--- config.mk ---
export PLATFORM = sky130hd
export DESIGN_NAME = axil_master_bridge_flat
export DESIGN_NICKNAME = d
export VERILOG_FILES = /design/src/rtl/axil_pkg.sv /design/src/rtl/axil_master_bridge_if.sv /design/src/rtl/axil_timeout.sv /design/src/rtl/axil_master_bridge.sv /design/src/flat_wrapper.sv
export SDC_FILE = /design/constraint.sdc
export NUM_CORES = 1
export LEC_CHECK = 0
export CAP_MARGIN = 30
export CORE_ASPECT_RATIO = 1.5
export CORE_UTILIZATION = 30
export CTS_CLUSTER_DIAMETER = 120
export DETAILED_ROUTE_END_ITERATION = 12
export HOLD_SLACK_MARGIN = 0.1
export PLACE_DENSITY = 0.73
export SYNTH_ARGS = -nofsm -noshare
export SYNTH_HDL_FRONTEND = slang
export SYNTH_SLANG_ARGS = --single-unit
--- constraint.sdc ---
create_clock -name m_axi_aclk -period 2.14 [get_ports m_axi_aclk]
set_clock_uncertainty 0.15 [all_clocks]
set_input_delay 0.214 -clock m_axi_aclk [delete_from_list [all_inputs] [get_ports m_axi_aclk]]
set_output_delay 0.214 -clock m_axi_aclk [all_outputs]
set_load 0.02 [all_outputs]
--- src/rtl/axil_pkg.sv ---
// -----------------------------------------------------------------------------
// axil_pkg
// Definitions shared by the AXI4-Lite master bridge and its sub-modules:
//   - state_e               : bridge FSM state encoding
//   - RESP_*                : AXI4-Lite response codes
//   - DEFAULT_TIMEOUT_CYCLES: default per-transaction response timeout
//   - resp_is_err()         : maps a BRESP/RRESP code to the core's error flag
// -----------------------------------------------------------------------------
package axil_pkg;

    typedef enum logic [2:0] {
        ST_IDLE   = 3'd0,
        ST_WRITE  = 3'd1,
        ST_READ   = 3'd2,
        ST_RESP   = 3'd3,
        ST_ORPHAN = 3'd4
    } state_e;

    localparam logic [1:0] RESP_OKAY   = 2'b00;
    localparam logic [1:0] RESP_EXOKAY = 2'b01;
    localparam logic [1:0] RESP_SLVERR = 2'b10;
    localparam logic [1:0] RESP_DECERR = 2'b11;

    localparam int unsigned DEFAULT_TIMEOUT_CYCLES = 1023;

    // EXOKAY is folded into OKAY; SLVERR and DECERR both report an error.
    function automatic logic resp_is_err(input logic [1:0] resp);
        return (resp == RESP_SLVERR) || (resp == RESP_DECERR);
    endfunction

endpackage

--- src/rtl/axil_master_bridge_if.sv ---
// -----------------------------------------------------------------------------
// axil_master_bridge_if
// AXI4-Lite bus bundle (AW, W, B, AR, R channels).
//   master modport: driven by the bridge (valids, addresses, data, bready/rready)
//   slave  modport: driven by a peripheral (readies, responses, read data)
// Clock and reset are not part of the bundle; they stay plain ports.
// -----------------------------------------------------------------------------
interface axil_master_bridge_if #(
    parameter int unsigned ADDR_WIDTH = 16,
    parameter int unsigned DATA_WIDTH = 32
);

    logic [ADDR_WIDTH-1:0]   awaddr;
    logic [2:0]              awprot;
    logic                    awvalid;
    logic                    awready;

    logic [DATA_WIDTH-1:0]   wdata;
    logic [DATA_WIDTH/8-1:0] wstrb;
    logic                    wvalid;
    logic                    wready;

    logic [1:0]              bresp;
    logic                    bvalid;
    logic                    bready;

    logic [ADDR_WIDTH-1:0]   araddr;
    logic [2:0]              arprot;
    logic                    arvalid;
    logic                    arready;

    logic [DATA_WIDTH-1:0]   rdata;
    logic [1:0]              rresp;
    logic                    rvalid;
    logic                    rready;

    modport master (
        output awaddr, awprot, awvalid, input  awready,
        output wdata,  wstrb,  wvalid,  input  wready,
        input  bresp,  bvalid,          output bready,
        output araddr, arprot, arvalid, input  arready,
        input  rdata,  rresp,  rvalid,  output rready
    );

    modport slave (
        input  awaddr, awprot, awvalid, output awready,
        input  wdata,  wstrb,  wvalid,  output wready,
        output bresp,  bvalid,          input  bready,
        input  araddr, arprot, arvalid, output arready,
        output rdata,  rresp,  rvalid,  input  rready
    );

endinterface

--- src/rtl/axil_timeout.sv ---
// -----------------------------------------------------------------------------
// axil_timeout
// Response timeout counter for the bridge.
//   clk, rst_n : clock, asynchronous active-low reset
//   clear      : restart the count (request accepted)
//   enable     : count this cycle (bridge waiting in WRITE/READ)
//   expired    : combinational pulse in the last waiting cycle; the bridge
//                registers the error so rsp_valid appears TIMEOUT_CYCLES
//                cycles after the request was accepted
// TIMEOUT_CYCLES = 0 removes the counter and never expires.
// -----------------------------------------------------------------------------
module axil_timeout
    import axil_pkg::*;
#(
    parameter int unsigned TIMEOUT_CYCLES = DEFAULT_TIMEOUT_CYCLES
) (
    input  logic clk,
    input  logic rst_n,
    input  logic clear,
    input  logic enable,
    output logic expired
);

    if (TIMEOUT_CYCLES == 0) begin : g_off
        logic unused_ctrl;
        assign unused_ctrl = clear | enable | clk | rst_n;
        assign expired     = 1'b0;
    end else begin : g_on
        localparam int unsigned CNT_W = $clog2(TIMEOUT_CYCLES + 1);
        // Accept cycle -> first WRITE/READ cycle costs one cycle, and the
        // registered rsp_valid costs one more, so the error is decided when
        // the count (cycles spent waiting before this one) hits TIMEOUT-2.
        localparam int unsigned EXPIRE_AT = (TIMEOUT_CYCLES >= 2) ? TIMEOUT_CYCLES - 2 : 0;

        logic [CNT_W-1:0] count;

        always_ff @(posedge clk or negedge rst_n) begin
            if (!rst_n) begin
                count <= '0;
            end else if (clear) begin
                count <= '0;
            end else if (enable && !expired) begin
                count <= count + CNT_W'(1);
            end
        end

        assign expired = enable && (count >= CNT_W'(EXPIRE_AT));
    end

endmodule

--- src/rtl/axil_master_bridge.sv ---
// -----------------------------------------------------------------------------
// axil_master_bridge
// Single-outstanding bridge from the core's load/store request/response port
// to an AXI4-Lite master. A hung slave is cut off by a response timeout that
// returns an error to the core; the late bus response is still drained.
//   m_axi_aclk, m_axi_aresetn : clock, asynchronous active-low reset
//   req_valid/req_ready       : request handshake (req_we, req_addr,
//                               req_wdata, req_wstrb)
//   rsp_valid/rsp_ready       : response handshake (rsp_rdata, rsp_err)
//   m_axi                     : AXI4-Lite master bundle
// Only AXI_DATA_WIDTH = 32 is supported.
// -----------------------------------------------------------------------------
module axil_master_bridge
    import axil_pkg::*;
#(
    parameter int unsigned AXI_DATA_WIDTH = 32,
    parameter int unsigned AXI_ADDR_WIDTH = 16,
    parameter int unsigned TIMEOUT_CYCLES = DEFAULT_TIMEOUT_CYCLES
) (
    input  logic                        m_axi_aclk,
    input  logic                        m_axi_aresetn,

    input  logic                        req_valid,
    output logic                        req_ready,
    input  logic                        req_we,
    input  logic [AXI_ADDR_WIDTH-1:0]   req_addr,
    input  logic [AXI_DATA_WIDTH-1:0]   req_wdata,
    input  logic [AXI_DATA_WIDTH/8-1:0] req_wstrb,

    output logic                        rsp_valid,
    input  logic                        rsp_ready,
    output logic [AXI_DATA_WIDTH-1:0]   rsp_rdata,
    output logic                        rsp_err,

    axil_master_bridge_if.master        m_axi
);

    state_e                      state;
    logic [AXI_ADDR_WIDTH-1:0]   addr_q;
    logic [AXI_DATA_WIDTH-1:0]   wdata_q;
    logic [AXI_DATA_WIDTH/8-1:0] wstrb_q;

    logic req_fire, rsp_fire;
    logic aw_fire, w_fire, ar_fire, b_fire, r_fire;
    logic timer_en, expired;
    logic bus_pending, rsp_pending;

    assign req_fire = req_valid && req_ready;
    assign rsp_fire = rsp_valid && rsp_ready;
    assign aw_fire  = m_axi.awvalid && m_axi.awready;
    assign w_fire   = m_axi.wvalid  && m_axi.wready;
    assign ar_fire  = m_axi.arvalid && m_axi.arready;
    assign b_fire   = m_axi.bvalid  && m_axi.bready;
    assign r_fire   = m_axi.rvalid  && m_axi.rready;

    // ORPHAN bookkeeping: a response still owed after this cycle.
    assign bus_pending = (m_axi.bready && !m_axi.bvalid) || (m_axi.rready && !m_axi.rvalid);
    assign rsp_pending = rsp_valid && !rsp_ready;

    assign timer_en = (state == ST_WRITE) || (state == ST_READ);

    assign m_axi.awaddr = addr_q;
    assign m_axi.araddr = addr_q;
    assign m_axi.wdata  = wdata_q;
    assign m_axi.wstrb  = wstrb_q;
    assign m_axi.awprot = 3'b000;
    assign m_axi.arprot = 3'b000;

    axil_timeout #(
        .TIMEOUT_CYCLES (TIMEOUT_CYCLES)
    ) u_timeout (
        .clk     (m_axi_aclk),
        .rst_n   (m_axi_aresetn),
        .clear   (req_fire),
        .enable  (timer_en),
        .expired (expired)
    );

    // NOTE: every register here is assigned with <= so all branches read the
    // pre-edge values and later assignments in the block cleanly override
    // earlier ones (e.g. a valid set on accept wins over its handshake clear).
    always_ff @(posedge m_axi_aclk or negedge m_axi_aresetn) begin
        if (!m_axi_aresetn) begin
            state         <= ST_IDLE;
            req_ready     <= 1'b0;
            addr_q        <= '0;
            wdata_q       <= '0;
            wstrb_q       <= '0;
            m_axi.awvalid <= 1'b0;
            m_axi.wvalid  <= 1'b0;
            m_axi.arvalid <= 1'b0;
            m_axi.bready  <= 1'b0;
            m_axi.rready  <= 1'b0;
            rsp_valid     <= 1'b0;
            rsp_rdata     <= '0;
            rsp_err       <= 1'b0;
        end else begin
            // A channel valid is only ever retired by its own handshake, in
            // any state, so a timeout never withdraws a pending request.
            if (aw_fire) m_axi.awvalid <= 1'b0;
            if (w_fire)  m_axi.wvalid  <= 1'b0;
            if (ar_fire) m_axi.arvalid <= 1'b0;

            case (state)
                ST_IDLE: begin
                    req_ready <= 1'b1;
                    if (req_fire) begin
                        req_ready <= 1'b0;
                        addr_q    <= req_addr;
                        wdata_q   <= req_wdata;
                        wstrb_q   <= req_wstrb;
                        if (req_we) begin
                            m_axi.awvalid <= 1'b1;
                            m_axi.wvalid  <= 1'b1;
                            m_axi.bready  <= 1'b1;
                            state         <= ST_WRITE;
                        end else begin
                            m_axi.arvalid <= 1'b1;
                            m_axi.rready  <= 1'b1;
                            state         <= ST_READ;
                        end
                    end
                end

                // A real response in the expiry cycle wins over the timeout.
                ST_WRITE: begin
                    if (b_fire) begin
                        m_axi.bready <= 1'b0;
                        rsp_valid    <= 1'b1;
                        rsp_err      <= resp_is_err(m_axi.bresp);
                        rsp_rdata    <= '0;
                        state        <= ST_RESP;
                    end else if (expired) begin
                        rsp_valid <= 1'b1;
                        rsp_err   <= 1'b1;
                        rsp_rdata <= '0;
                        state     <= ST_ORPHAN;
                    end
                end

                ST_READ: begin
                    if (r_fire) begin
                        m_axi.rready <= 1'b0;
                        rsp_valid    <= 1'b1;
                        rsp_err      <= resp_is_err(m_axi.rresp);
                        rsp_rdata    <= m_axi.rdata;
                        state        <= ST_RESP;
                    end else if (expired) begin
                        rsp_valid <= 1'b1;
                        rsp_err   <= 1'b1;
                        rsp_rdata <= '0;
                        state     <= ST_ORPHAN;
                    end
                end

                ST_RESP: begin
                    if (rsp_fire) begin
                        rsp_valid <= 1'b0;
                        req_ready <= 1'b1;
                        state     <= ST_IDLE;
                    end
                end

                // Error already reported; drain the late B/R and wait for the
                // core to take the error, whichever finishes last.
                ST_ORPHAN: begin
                    if (b_fire)   m_axi.bready <= 1'b0;
                    if (r_fire)   m_axi.rready <= 1'b0;
                    if (rsp_fire) rsp_valid    <= 1'b0;
                    if (!bus_pending && !rsp_pending) begin
                        req_ready <= 1'b1;
                        state     <= ST_IDLE;
                    end
                end

                default: begin
                    state <= ST_IDLE;
                end
            endcase
        end
    end

endmodule
--- src/flat_wrapper.sv ---
// flat-port wrapper written by rule: the top's interface ports become plain ports
module axil_master_bridge_flat import axil_pkg::*;
#(
    parameter int unsigned AXI_DATA_WIDTH = 32,
    parameter int unsigned AXI_ADDR_WIDTH = 16,
    parameter int unsigned TIMEOUT_CYCLES = DEFAULT_TIMEOUT_CYCLES
)
  (m_axi_aclk, m_axi_aresetn, req_valid, req_ready, req_we, req_addr, req_wdata, req_wstrb, rsp_valid, rsp_ready, rsp_rdata, rsp_err, m_axi_awaddr, m_axi_awprot, m_axi_awvalid, m_axi_awready, m_axi_wdata, m_axi_wstrb, m_axi_wvalid, m_axi_wready, m_axi_bresp, m_axi_bvalid, m_axi_bready, m_axi_araddr, m_axi_arprot, m_axi_arvalid, m_axi_arready, m_axi_rdata, m_axi_rresp, m_axi_rvalid, m_axi_rready);
  axil_master_bridge_if m_axi_i ();
  input  logic m_axi_aclk;
  input  logic m_axi_aresetn;
  input  logic req_valid;
  output logic req_ready;
  input  logic req_we;
  input  logic [AXI_ADDR_WIDTH-1:0] req_addr;
  input  logic [AXI_DATA_WIDTH-1:0] req_wdata;
  input  logic [AXI_DATA_WIDTH/8-1:0] req_wstrb;
  output logic rsp_valid;
  input  logic rsp_ready;
  output logic [AXI_DATA_WIDTH-1:0] rsp_rdata;
  output logic rsp_err;
  output wire logic [$bits(m_axi_i.awaddr)-1:0] m_axi_awaddr;
  output wire logic [$bits(m_axi_i.awprot)-1:0] m_axi_awprot;
  output wire logic [$bits(m_axi_i.awvalid)-1:0] m_axi_awvalid;
  input wire logic [$bits(m_axi_i.awready)-1:0] m_axi_awready;
  output wire logic [$bits(m_axi_i.wdata)-1:0] m_axi_wdata;
  output wire logic [$bits(m_axi_i.wstrb)-1:0] m_axi_wstrb;
  output wire logic [$bits(m_axi_i.wvalid)-1:0] m_axi_wvalid;
  input wire logic [$bits(m_axi_i.wready)-1:0] m_axi_wready;
  input wire logic [$bits(m_axi_i.bresp)-1:0] m_axi_bresp;
  input wire logic [$bits(m_axi_i.bvalid)-1:0] m_axi_bvalid;
  output wire logic [$bits(m_axi_i.bready)-1:0] m_axi_bready;
  output wire logic [$bits(m_axi_i.araddr)-1:0] m_axi_araddr;
  output wire logic [$bits(m_axi_i.arprot)-1:0] m_axi_arprot;
  output wire logic [$bits(m_axi_i.arvalid)-1:0] m_axi_arvalid;
  input wire logic [$bits(m_axi_i.arready)-1:0] m_axi_arready;
  input wire logic [$bits(m_axi_i.rdata)-1:0] m_axi_rdata;
  input wire logic [$bits(m_axi_i.rresp)-1:0] m_axi_rresp;
  input wire logic [$bits(m_axi_i.rvalid)-1:0] m_axi_rvalid;
  output wire logic [$bits(m_axi_i.rready)-1:0] m_axi_rready;
  assign m_axi_awaddr = m_axi_i.awaddr;
  assign m_axi_awprot = m_axi_i.awprot;
  assign m_axi_awvalid = m_axi_i.awvalid;
  assign m_axi_i.awready = m_axi_awready;
  assign m_axi_wdata = m_axi_i.wdata;
  assign m_axi_wstrb = m_axi_i.wstrb;
  assign m_axi_wvalid = m_axi_i.wvalid;
  assign m_axi_i.wready = m_axi_wready;
  assign m_axi_i.bresp = m_axi_bresp;
  assign m_axi_i.bvalid = m_axi_bvalid;
  assign m_axi_bready = m_axi_i.bready;
  assign m_axi_araddr = m_axi_i.araddr;
  assign m_axi_arprot = m_axi_i.arprot;
  assign m_axi_arvalid = m_axi_i.arvalid;
  assign m_axi_i.arready = m_axi_arready;
  assign m_axi_i.rdata = m_axi_rdata;
  assign m_axi_i.rresp = m_axi_rresp;
  assign m_axi_i.rvalid = m_axi_rvalid;
  assign m_axi_rready = m_axi_i.rready;
  axil_master_bridge #(.AXI_DATA_WIDTH(AXI_DATA_WIDTH), .AXI_ADDR_WIDTH(AXI_ADDR_WIDTH), .TIMEOUT_CYCLES(TIMEOUT_CYCLES)) u_core (.m_axi_aclk(m_axi_aclk), .m_axi_aresetn(m_axi_aresetn), .req_valid(req_valid), .req_ready(req_ready), .req_we(req_we), .req_addr(req_addr), .req_wdata(req_wdata), .req_wstrb(req_wstrb), .rsp_valid(rsp_valid), .rsp_ready(rsp_ready), .rsp_rdata(rsp_rdata), .rsp_err(rsp_err), .m_axi(m_axi_i));
endmodule
# After elaboration in Yosys (flattened, before gate mapping)
# Index checks and enable logic that the tools add are counted.
# classes
eq_ne,16
addsub,1
mux,47
reduce_logical,39
n_lt_le_gt_ge,1
# ops
operator,n
$mux 32,3
$pmux 32 s2,1
$mux 1,28
$mux 10,2
$mux 3,6
$pmux 3 s5,1
$logic_and 1x1->1,13
$ne 2x1->1 const B,6
$add 10x1->10 const B,1
$ge 10x10->1 const B,1
$eq 2x2->1 const B,4
$reduce_and 4->1,2
$reduce_bool 2->1,4
$eq 3x2->1 const B,2
$logic_not 1->1,6
$pmux 1 s2,3
$pmux 1 s3,2
$reduce_and 3->1,2
$reduce_bool 3->1,2
$reduce_or 2->1,3
$logic_or 1x1->1,4
$ne 2x2->1 const B,2
$reduce_and 2->1,2
$eq 3x1->1 const B,1
3 further kinds,3
# totals
out_inout_bits,114
inputBits,98
regBits,105
elab_cells,118

# Longest topological paths before layout
# Gate-level depths: netlist (run 1).
# depth
word_depth,7
ltp_mapped,7
mapped_depth_nobuf,6

# By module
# From an unflattened synthesis (run 1), not the netlist that was laid out.
# unflattened
hier_cells,349
area_unflattened_um2,4596.9
# by_module_without_submodules
mod,area_per_inst_um2,instances,cells_per_inst
axil_master_bridge,3973.8,1,288
axil_timeout,623.1,1,61

# Worst setup path after synthesis (run 1)
# OpenSTA, ideal clock, no wires.
# synth_path
path_type,reg-to-reg
start,register u_core.state[1]
end,register u_core.wdata_q[10] (netlist: u_core.m_axi.wdata[10])
setup_time_ns,0.125
required_ns,1.865
path_stages_with_launch,7
path_slack_ns,0.098
arrival_ns,1.767
n_path_buf,3
cell_sequence,dfrtp_1 > buf_6 > or2_1 > buf_6 > nor3_4 > buf_6 > mux2_2
# synth_between
elab_chain_cells,2
# synth_lines
item,line_no,text
"start, declared",axil_master_bridge.sv:38,state_e state;
"start signal, assigned",axil_master_bridge.sv:84,state <= ST_IDLE;
"start signal, assigned",axil_master_bridge.sv:116,state <= ST_WRITE;
"start signal, assigned",axil_master_bridge.sv:120,state <= ST_READ;
$logic_not 3->1,axil_master_bridge.sv:104,case (state)
$reduce_and 2->1 (no source line),--,
"end signal, assigned",axil_master_bridge.sv:110,wdata_q <= req_wdata;
"end, declared",axil_master_bridge.sv:40,logic [AXI_DATA_WIDTH-1:0] wdata_q;
# Every way passes these cells.
# A chain may end at the register's enable or synchronous reset.

# Worst setup path in the final report (run 1)
# layout_path
start,register u_core.state[0]
end,register u_core.rsp_rdata[13]
# layout_between
elab_chain_cells,6
# layout_lines
item,line_no,text
$eq 3x1->1 or $eq 3x2->1 (tied branches),"axil_master_bridge.sv:60, axil_master_bridge.sv:104",
$logic_or 1x1->1,axil_master_bridge.sv:60,assign timer_en = (state == ST_WRITE) || (state == ST_READ);
$logic_and 1x1->1,axil_timeout.sv:47,assign expired = enable && (count >= CNT_W'(EXPIRE_AT));
$mux 32,--,
$mux 32 (on tied branches),--,
$pmux 32 s2,axil_master_bridge.sv:104,
"end signal, assigned",axil_master_bridge.sv:146,rsp_rdata <= m_axi.rdata;
"end, declared",axil_master_bridge.sv:32,"output logic [AXI_DATA_WIDTH-1:0] rsp_rdata,"
# Several ways; a longest one is shown, not always the timed one.

==> run_results.csv, run 1 <==
group,metric,value,unit
run_status,status,"complete, no violations",
yosys,synth_edf_count,0,
sta,min_period,1.99,ns
layout,drive_gt1_share,13.1,%
yosys,synth_seq_cells,105,
global_route,grt_max_degree,106,
sta,worst_slew_pin_slew,0.584,ns
sta,max_freq,501,MHz
layout,finalCoreUtilization,45.8,%
detailed_routing,first_iter_violations,128,
clock_tree,cts.path.max_buffers,2,
global_route,grt_usage,16.2,%
sta,setup_tns,0,ns
detailed_routing,drt.antenna.violating_nets,0,
sta,setup_viol,0,
detailed_routing,first_pass_iters,4,
detailed_routing,vias,3882,
clock_tree,clk_latency,0.34,ns
setup_path,critPathCaptureType,"flip-flop",
global_route,grt_pass1_wl,21600,um
power,powerDensity,1610,mW/mm^2
sta,hold_viol_final,0,
floorplan,dieArea,0.0169,sq mm
power,power_leakage,3.13,nW
floorplan,num_rows,57,
floorplan,die_height,159,um
sta,slew_viol_final,0,
floorplan,ios,212,
power,ir_drop,813,uV
detailed_routing,wirelength,13200,um
sta,fin_crit_sh,93.2,%
yosys,mappedNetlistArea,0.00491,sq mm
layout,diodes,0,
yosys,yosysSeqAreaShare,53.5,%
detailed_routing,drc_errors,0,
yosys,ys.flop_type,"dfrtp_1",
yosys,synthCells,399,
yosys,synth_async_sr_flop_share,100,%
global_route,antenna_found_initial,0,
sta,rsz0062_at_grt,"false",
hold_path,hp-class,"primary input to flip-flop",
layout,area_delta_synth_final,50.1,%
setup_path,cp-start-kind,"flip-flop",
layout,regArea,0.00263,sq mm
detailed_routing,drt-wirelength-per-cell,16.5,um
clock_tree,clock-sinks,105,
yosys,synthTopCellsByArea,"dfrtp_1, mux2_2, a22o_1",
placed_design,gp_congestion,0.855,
placed_design,port_buffers,203,
layout,final_cell_area,0.00738,sq mm
clock_tree,cts_root_buf,"clkbuf_16",
placed_design,dp_hpwl,9660,um
setup_path,required,2.23,ns
setup_path,worstPathMaxFanout,17,
clock_tree,htree_levels,3,
clock_tree,path_clk_slew,0.08,ns
setup_path,worstSetupPathType,"flip-flop to flip-flop",
sta,relSlewSlack,61.1,%
yosys,yosysWarnings,0,
detailed_routing,drt-vias-per-instance,4.85,
clock_tree,cts_setup_buffers,0,
clock_tree,cts_tree,"built",
placed_design,placed_cell_area,0.00705,sq mm
setup_path,crit_arrival,2.08,ns
flow_run,drv_cap,0,
yosys,syn_area_per_cell,12.3,sq um
yosys,yosysTopAreaCell,"dfrtp_1",
floorplan,start_util,30.5,%
floorplan,coreArea,0.0161,sq mm
yosys,synth_top_area_share,53.5,%
yosys,post_synth_num_cell_types,46,
global_route,grt_overflow,0,
floorplan,die_w,107,um
global_route,grt_pass1_vias,4179,
layout,fin_nets,690,
layout,fillers,1526,
layout,multi_input_area,0.00195,sq mm
clock_tree,cts_made_buffers,9,
-- layout make-up --
type,instances,share of cell area [%]
clock buffer,10,3.10
clock inverter,6,1.05
inverter,9,0.458
multi-input combinational,244,26.4
sequential,105,35.6
tap,206,3.49
timing repair buffer,220,29.8
-- layer usage --
metal  part of all wire [%]  vias to the layer above  wire [um]  track usage (%)
li1                       -                     1802          -                -
met1                     39                     1943       5160             18.4
met2                     54                      120       7170             29.4
met3                    4.6                       17        612             3.53
met4                    1.8                        0        236             5.60
met5                      0                        -          0                0
-- Yosys cell counts (2+ instances only) --
library cell	number
and4_1	3
a22o_1	33
buf_4	25
o221ai_1	2
and2_1	4
o21ai_0	7
inv_1	9
ha_1	3
nand3_1	8
mux2i_1	9
buf_2	5
a211oi_1	4
nand4_1	3
o21ai_1	2
or4_1	2
or3b_2	2
nor2_1	5
buf_6	7
nand2_1	21
mux2_2	40
clkbuf_1	9
nand3b_1	4
a21oi_1	10
a21o_1	33
dfrtp_1	105
nand2b_1	11
o211ai_1	2
o41ai_1	2
mux2_1	12
-- cell families after synthesis --
logic type               synth area share [%]
adder cells (fa/ha/maj)                 0.764
buffers and inverters                    7.31
multiplexers                             13.7
other                                  0.0763
AO/OA/AOI/OAI                            16.2
flip-flops                               53.5
AND/OR/NAND/NOR                          8.07
XOR/XNOR                                0.356
-- through the flow --
stage	cells	setup slack (ns)	total power, mW	hold WS [ns]
2_1_floorplan	404	0.0982	7.50	-0.232
3_3_place_gp	783	0.158	10.0	0.174
3_5_place_dp	783	0.0982	10.3	0.193
4_1_cts	800	0.0753	12.0	0.255
5_1_grt	800	0.0433	12.6	0.258
6_report	800	0.146	11.9	0.277
-- critical path, stage by stage (launching register included) --
cell and delay [ns]:
dfrtp_1 0.50, xor2_1 0.26, nand2_1 0.30, buf_4 0.31
a22o_1 0.20, a21o_1 0.16
-- power by group --
part           internal (mW)  switching, mW
combinational           3.43           3.16
sequential              2.92          0.675
clock                  0.926          0.780
total                   7.27           4.61
-- worst paths after layout --
path                                                          from                                  to  slack [ns]  cells past startpoint
worst min-delay path                                 m_axi_arready      u_core.m_axi.arvalid$_DFF_PN0_        0.28                      2
min in group asynchronous                            m_axi_aresetn  u_core.m_axi.araddr[1]$_DFFE_PN0P_        0.31                      3
worst max-delay path                   u_core.state[0]$_DFFE_PN0P_    u_core.rsp_rdata[13]$_DFFE_PN0P_        0.15                      5
worst min register to register  u_core.m_axi.wdata[28]$_DFFE_PN0P_  u_core.m_axi.wdata[28]$_DFFE_PN0P_        0.34                      1
worst max register to register         u_core.state[0]$_DFFE_PN0P_    u_core.rsp_rdata[13]$_DFFE_PN0P_        0.15                      5
max in group asynchronous                            m_axi_aresetn    u_core.rsp_rdata[14]$_DFFE_PN0P_        1.07                      3
-- what timing repair did --
| item | in CTS | in global routing |
|---|---|---|
| hold endpoints to repair | 105 | 0 |
| gates resized for setup | 0 | 2 |
| setup endpoints to repair | 0 | 4 |
| hold buffers | 1 | 0 |
-- placed cells by master (no fill, tap or decap), drive strengths merged, types with 2 or more instances in the layout --
master,synthesis,final
a211oi,4,4
a21o,33,33
a21oi,10,10
a22o,33,33
and2,4,4
and4,3,3
buf,37,17
clkbuf,9,10
clkdlybuf4s50,0,202
clkinv,0,4
conb,1,6
dfrtp,105,105
ha,3,3
inv,9,10
mux2,52,52
mux2i,9,9
nand2,21,21
nand2b,11,11
nand3,8,8
nand3b,4,4
nand4,3,3
nor2,6,6
o211ai,2,2
o21ai,9,9
o221ai,2,2
o41ai,2,2
or3b,3,3
or4,2,2
-- state kept, by name, summed over array words and instances, names as in the netlist --
name                         flops
u_core.m_axi.wdata              32
u_core.rsp_err                   1
u_core.m_axi.wstrb               4
u_core.m_axi.rready              1
u_core.m_axi.bready              1
u_core.rsp_valid                 1
u_core.m_axi.wvalid              1
u_core.req_ready                 1
u_core.m_axi.arvalid             1
u_core.state                     3
u_core.rsp_rdata                32
u_core.m_axi.awvalid             1
u_core.m_axi.araddr             16
u_core.u_timeout.g_on.count     10
Note: power is estimated with default switching activity, not from simulation.
==> run 2: changes to the inputs <==
--- a/config.mk
+++ b/config.mk
@@ -10,8 +10,9 @@
 export CORE_UTILIZATION = 30
 export CTS_CLUSTER_DIAMETER = 120
 export DETAILED_ROUTE_END_ITERATION = 12
-export HOLD_SLACK_MARGIN = 0.1
+export HOLD_SLACK_MARGIN = 0.12
 export PLACE_DENSITY = 0.73
+export SLEW_MARGIN = 0
 export SYNTH_ARGS = -nofsm -noshare
 export SYNTH_HDL_FRONTEND = slang
 export SYNTH_SLANG_ARGS = --single-unit
==> constraint.sdc (replaced) <==
create_clock -name m_axi_aclk -period 2.14 [get_ports m_axi_aclk]
set_clock_uncertainty 0.15 [all_clocks]
set_input_delay 0.428 -clock m_axi_aclk [delete_from_list [all_inputs] [get_ports m_axi_aclk]]
set_output_delay 0.428 -clock m_axi_aclk [all_outputs]
set_load 0.02 [all_outputs]
==> run 2 against run 1 <==
Compared with the run above: total power grew 1.1%; clock power grew 8%; utilization up 0.44 points; cell area increased by 0.97%; hold slack better by 0.062 ns; via count grew 1.4%; non-clock buffer count grew 8.
==> run_results.csv, run 2 (synthesized netlist as in run 1, its figures left out) <==
group,metric,value,unit
global_route,grt_max_degree,56,
setup_path,worstPathMaxFanout,17,
layout,drive_gt1_share,14.1,%
power,power,12.0,mW
clock_tree,cts_made_buffers,9,
clock_tree,cts_tree,"built",
placed_design,place_inst,791,
placed_design,gp_congestion,0.848,
placed_design,placed_cell_area,0.00710,sq mm
setup_path,crit_path_start,"u_core.state[0]$_DFFE_PN0P_",
placed_design,dp_hpwl,9890,um
detailed_routing,drt-vias-per-instance,4.87,
hold_path,min-delay-start,"u_core.rsp_err$_DFFE_PN0P_",
detailed_routing,drt-wirelength-per-cell,16.2,um
sta,min_period,2.07,ns
setup_path,crit_chain,"or3b_1, a221oi_4, buf_4, a21o_1",
sta,fin_ws,0.0702,ns
sta,rsz0062_at_grt,"true",
floorplan,start_util,30.5,%
global_route,antenna_found_initial,0,
clock_tree,cts_root_buf,"clkbuf_16",
sta,hold_viol_final,0,
layout,finalCoreUtilization,46.2,%
detailed_routing,drt.antenna.violating_nets,0,
detailed_routing,drc_errors,0,
clock_tree,cts_setup_buffers,0,
sta,max_freq,483,MHz
global_route,grt_pass1_vias,4104,
layout,final_cell_area,0.00745,sq mm
floorplan,num_rows,57,
clock_tree,clk_latency,0.34,ns
sta,relSlewSlack,66.5,%
layout,final_cells,808,
global_route,grt_pass1_wl,21100,um
setup_path,crit_slowest_cell,"or3b_1",
detailed_routing,wirelength,13100,um
detailed_routing,vias,3935,
floorplan,coreArea,0.0161,sq mm
sta,worst_slew_pin_slew,0.503,ns
clock_tree,clock-sinks,105,
detailed_routing,first_pass_iters,4,
setup_path,max_stage_delay,0.55,ns
placed_design,port_buffers,203,
setup_path,worstSetupPathType,"flip-flop to flip-flop",
sta,setup_viol,0,
flow_run,drv_cap,0,
run_status,status,"complete, no violations",
layout,area_delta_synth_final,51.5,%
global_route,grt_usage,15.9,%
clock_tree,cts.path.max_buffers,2,
setup_path,critPathCaptureType,"flip-flop",
power,ir_drop,891,uV
layout,fin_nets,698,
power,power_leakage,3.18,nW
sta,slew_viol_final,0,
floorplan,die_height,159,um
setup_path,crit_arrival,2.21,ns
power,powerDensity,1610,mW/mm^2
setup_path,cp-start-kind,"flip-flop",
layout,fillers,1531,
clock_tree,ctsResizeCount,0,
floorplan,die_w,107,um
hold_path,hp-class,"flip-flop to flip-flop",
placed_design,post-place-ws,-0.0533,ns
floorplan,dieArea,0.0169,sq mm
floorplan,ios,212,
global_route,grt_overflow,0,
layout,layout_commonest_cell,"clkdlybuf4s50_1",
layout,diodes,0,
setup_path,required,2.28,ns
layout,final_cell_mix,"clkdlybuf4s50_1, dfrtp_1, mux2_2, a22o_1, a21o_1",
clock_tree,htree_levels,3,
detailed_routing,first_iter_violations,201,
setup_path,r2r-start,"u_core.state[0]$_DFFE_PN0P_",
sta,fin_crit_sh,96.7,%
clock_tree,path_clk_slew,0.07,ns
run 2: changes by cell type in the layout (fill, tap and decap cells not counted):
cell       previous run  this run
buf_6                 1         0
or3b_4                1         0
or3b_1                0         1
bufinv_16             1         2
clkinv_2              1         0
clkinv_4              2         0
inv_8                 0         2
buf_12                3         2
buf_4                13        23
run 2: what timing repair did:
action,CTS,global route
endpoints found under the setup margin,0,32
endpoints found under the hold margin,34,0
hold buffers,1,0
run 2: cell type report:
| class | count | area, sq um | area share [%] |
|---|---|---|---|
| Multi-Input combinational cell | 244 | 1950 | 26.1 |
| Tap cell | 206 | 258 | 3.46 |
| Sequential cell | 105 | 2630 | 35.3 |
| Timing Repair Buffer | 228 | 2240 | 30.1 |
| Inverter | 9 | 33.8 | 0.454 |
| Clock inverter | 6 | 108 | 1.44 |
| Clock buffer | 10 | 229 | 3.07 |
run 2: layer usage:
layer,vias to the layer above,routed length (um),GRT usage (%)
met5,-,0,0
met4,0,299,6.16
met3,21,672,3.86
met2,130,7120,28.8
met1,1971,5010,17.7
li1,1813,-,-
run 2: worst max-delay path, delay by kind of cell (launching register included):
kind,cells,cell delay [ns]
buffers and inverters,1,0.28
AOI/OAI and AO/OA,2,0.57
and+or+nand+nor,1,0.55
DFF,1,0.45
run 2: through the flow:
step	hold slack (ns)	setup TNS (ns)
final	0.339	0
after global routing	0.371	-0.840
after CTS	0.340	0
after floorplan	-0.0176	0
after global placement	0.280	-0.515
after detailed placement	0.274	-0.939
run 2: final timing paths:
kind,endpoint,slack (ns),cells after the start
max reg2reg,u_core.rsp_rdata[15]$_DFFE_PN0P_,0.07,4
min in group asynchronous,u_core.m_axi.araddr[1]$_DFFE_PN0P_,0.43,2
min reg2reg,u_core.rsp_err$_DFFE_PN0P_,0.34,2
min,u_core.rsp_err$_DFFE_PN0P_,0.34,2
max,u_core.rsp_rdata[15]$_DFFE_PN0P_,0.07,4
max in group asynchronous,u_core.m_axi.wdata[3]$_DFFE_PN0P_,0.76,3
run 2: report_power, final:
part / leakage [nW] / internal, mW / switching (mW) / total, mW
Clock: 0.164 / 1.06 / 0.790 / 1.85
Combinational: 1.77 / 3.42 / 3.16 / 6.58
Sequential: 1.24 / 2.92 / 0.667 / 3.59
Total: 3.18 / 7.40 / 4.62 / 12.0
==> run 3: changes to the inputs <==
--- a/config.mk
+++ b/config.mk
@@ -5,13 +5,14 @@
 export SDC_FILE = /design/constraint.sdc
 export NUM_CORES = 1
 export LEC_CHECK = 0
+export ABC_AREA = 1
 export CAP_MARGIN = 30
 export CORE_ASPECT_RATIO = 1.5
 export CORE_UTILIZATION = 30
 export CTS_CLUSTER_DIAMETER = 120
 export DETAILED_ROUTE_END_ITERATION = 12
 export HOLD_SLACK_MARGIN = 0.12
-export PLACE_DENSITY = 0.73
+export PLACE_DENSITY = 0.74
 export SLEW_MARGIN = 0
 export SYNTH_ARGS = -nofsm -noshare
 export SYNTH_HDL_FRONTEND = slang
==> run 3 against run 2 <==
Compared with the run above: wire length fell by 7.6%; die area down 4.4%; critical path depth is 3 lower; area after synthesis fell by 4.4%; via count up 4.6%; combinational power decreased by 22%; sequential share of layout area increased by 1.3 points; sequential power down 7.0%; final cell count up 19%; largest cell class unchanged; highest routed layer unchanged.
==> run_results.csv, run 3 <==
group,metric,value,unit
run_status,status,"complete, no violations",
power,power_leakage,3.53,nW
global_route,grt_pass1_vias,4130,
layout,drive_gt1_share,5.63,%
setup_path,crit_slowest_cell,"clkdlybuf4s50_1",
setup_path,crit_arrival,1.40,ns
detailed_routing,drt.antenna.violating_nets,0,
yosys,mappedNetlistArea,0.00470,sq mm
flow_run,drv_cap,0,
global_route,grt_usage,15.6,%
placed_design,port_buffers,203,
layout,final_cells,963,
sta,fin_crit_sh,92.2,%
global_route,grt_overflow,0,
sta,setup_tns,0,ns
setup_path,ff2ff_setup_slack,0.23,ns
layout,final_cell_mix,"nand2_1, clkdlybuf4s50_1, dfrtp_1, inv_1, nor2_1",
floorplan,dieArea,0.0162,sq mm
setup_path,critPathCaptureType,"primary output",
yosys,synth_edf_count,0,
placed_design,place_inst,947,
floorplan,ios,212,
yosys,synthCells,569,
hold_path,hp-class,"flip-flop to flip-flop",
global_route,antenna_found_initial,0,
setup_path,worstPathMaxFanout,4,
setup_path,crit_chain,"clkdlybuf4s50_1",
detailed_routing,drc_errors,0,
detailed_routing,first_pass_iters,5,
yosys,yosysWarnings,0,
clock_tree,cts_tree,"built",
power,ir_drop,527,uV
setup_path,critPathTopFamily,"buffers and inverters",
yosys,synth_async_sr_flop_share,100,%
floorplan,start_util,30.9,%
setup_path,rr_endpoint,"u_core.rsp_rdata[7]$_DFFE_PN0P_",
clock_tree,ctsResizeCount,0,
yosys,ys.flop_type,"dfrtp_1",
floorplan,num_rows,55,
clock_tree,path_clk_slew,0.07,ns
clock_tree,holdBufCountCts,1,
global_route,grt_pass1_wl,20100,um
clock_tree,clk_latency,0.34,ns
yosys,synth_seq_cells,105,
sta,max_freq,507,MHz
hold_path,min_path_cells,2,
detailed_routing,vias,4116,
setup_path,worstRegToRegCells,11,
detailed_routing,drt-wirelength-per-cell,12.6,um
placed_design,gp_congestion,0.816,
setup_path,r2r-start,"u_core.u_timeout.g_on.count[0]$_DFFE_PN0P_",
floorplan,die_height,155,um
yosys,yosysTopAreaCell,"dfrtp_1",
setup_path,cp-start-kind,"flip-flop",
setup_path,max_stage_delay,0.66,ns
detailed_routing,first_iter_violations,201,
sta,setup_viol,0,
sta,slew_viol_final,0,
clock_tree,cts_setup_buffers,0,
layout,fin_nets,861,
detailed_routing,drt-vias-per-instance,4.27,
clock_tree,cts_root_buf,"clkbuf_16",
yosys,synth_most_common_cell,"nand2_1",
layout,fillers,1469,
floorplan,die_w,104,um
setup_path,worstSetupPathType,"flip-flop to primary output",
power,powerDensity,1430,mW/mm^2
sta,hold_viol_final,0,
clock_tree,cts_made_buffers,9,
hold_path,min-delay-start,"u_core.m_axi.wdata[19]$_DFFE_PN0P_",
hold_path,hold-path-endpoint,"u_core.m_axi.wdata[19]$_DFFE_PN0P_",
clock_tree,cts.path.max_buffers,2,
global_route,grt_max_degree,53,
sta,rsz0062_at_grt,"false",
yosys,synthTopCellsByArea,"dfrtp_1, nand2_1, buf_4",
clock_tree,htree_levels,3,
yosys,post_synth_num_cell_types,27,
layout,layout_commonest_cell,"nand2_1",
setup_path,required,1.56,ns
yosys,synthTopCellsByCount,"nand2_1, dfrtp_1, inv_1",
yosys,synth_top_area_share,55.9,%
yosys,yosysSeqAreaShare,55.9,%
clock_tree,clock-sinks,105,
yosys,syn_area_per_cell,8.25,sq um
floorplan,coreArea,0.0152,sq mm
sta,min_period,1.97,ns
placed_design,dp_hpwl,8880,um
layout,finalCoreUtilization,47.2,%
layout,diodes,0,
setup_path,critical_path_buf_inv_count,1,
layout,area_delta_synth_final,52.7,%
detailed_routing,wirelength,12100,um
run 3: changes by cell type in the layout (fill, tap and decap cells not counted), moves of 6 or more:
cell / previous run / this run
mux2_2: 40 / 0
nand2_1: 21 / 316
mux2i_1: 9 / 0
a22o_1: 33 / 0
nor2_1: 5 / 17
inv_1: 9 / 29
a21o_1: 33 / 0
nand2b_1: 11 / 0
buf_4: 23 / 7
nand3_1: 8 / 14
mux2_1: 12 / 0
run 3: through the flow:
step | worst slack (ns) | total power, mW | hold slack (ns) | cell area, sq um
5_1_grt | 0.0426 | 11.0 | 0.340 | 7170
3_3_place_gp | 0.147 | 8.47 | 0.277 | 6830
4_1_cts | 0.131 | 10.4 | 0.325 | 7170
6_report | 0.167 | 10.3 | 0.319 | 7170
2_1_floorplan | 0.485 | 6.23 | -0.0176 | 4720
3_5_place_dp | 0.110 | 8.58 | 0.275 | 6830
run 3: cell type report:
cell class	instances	area [sq um]	area share, %
sequential	105	2630	36.6
clock inverter	4	76.3	1.06
clock buffer	11	253	3.52
tap	199	249	3.47
inverter	34	128	1.78
multi-input combinational	395	1660	23.1
timing repair buffer	215	2180	30.5
run 3: where the power goes:
group	internal (mW)	switching [mW]	total, mW	leakage (nW)
Combinational	2.32	2.82	5.14	2.05
Sequential	2.82	0.512	3.34	1.33
Clock	1.09	0.715	1.80	0.158
Total	6.23	4.05	10.3	3.53
run 3: kinds of logic after synthesis:
family / count (synthesis) / share of synthesized area, %
XOR/XNOR: 4 / 0.746
flip-flops: 105 / 55.9
AND/OR/NAND/NOR: 364 / 30.9
other: 1 / 0.0798
adder cells (fa/ha/maj): 3 / 0.799
buffers and inverters: 74 / 9.22
AO/OA/AOI/OAI: 18 / 2.29
run 3: how the worst max path moves through the flow:
stage	from	endpoint	slack [ns]	cells past startpoint
after global routing	u_core.u_timeout.g_on.count[0]$_DFFE_PN0P_	u_core.rsp_rdata[31]$_DFFE_PN0P_	0.04	11
final	u_core.m_axi.rready$_DFFE_PN0P_	m_axi_rready	0.17	1
after CTS	u_core.rsp_valid$_DFFE_PN0P_	rsp_valid	0.13	1
after detailed placement	m_axi_rvalid	u_core.rsp_rdata[7]$_DFFE_PN0P_	0.11	9
after global placement	m_axi_rvalid	u_core.rsp_rdata[28]$_DFFE_PN0P_	0.15	9
after floorplan	u_core.u_timeout.g_on.count[0]$_DFFE_PN0P_	u_core.rsp_rdata[22]$_DFFE_PN0P_	0.49	11
run 3: per-layer routing:
layer,up-vias,global-route usage (%),routed length [um]
li1,2078,-,-
met2,158,28.1,6240
met3,23,4.11,748
met4,0,6.33,323
met5,-,0,0
met1,1857,17.3,4790
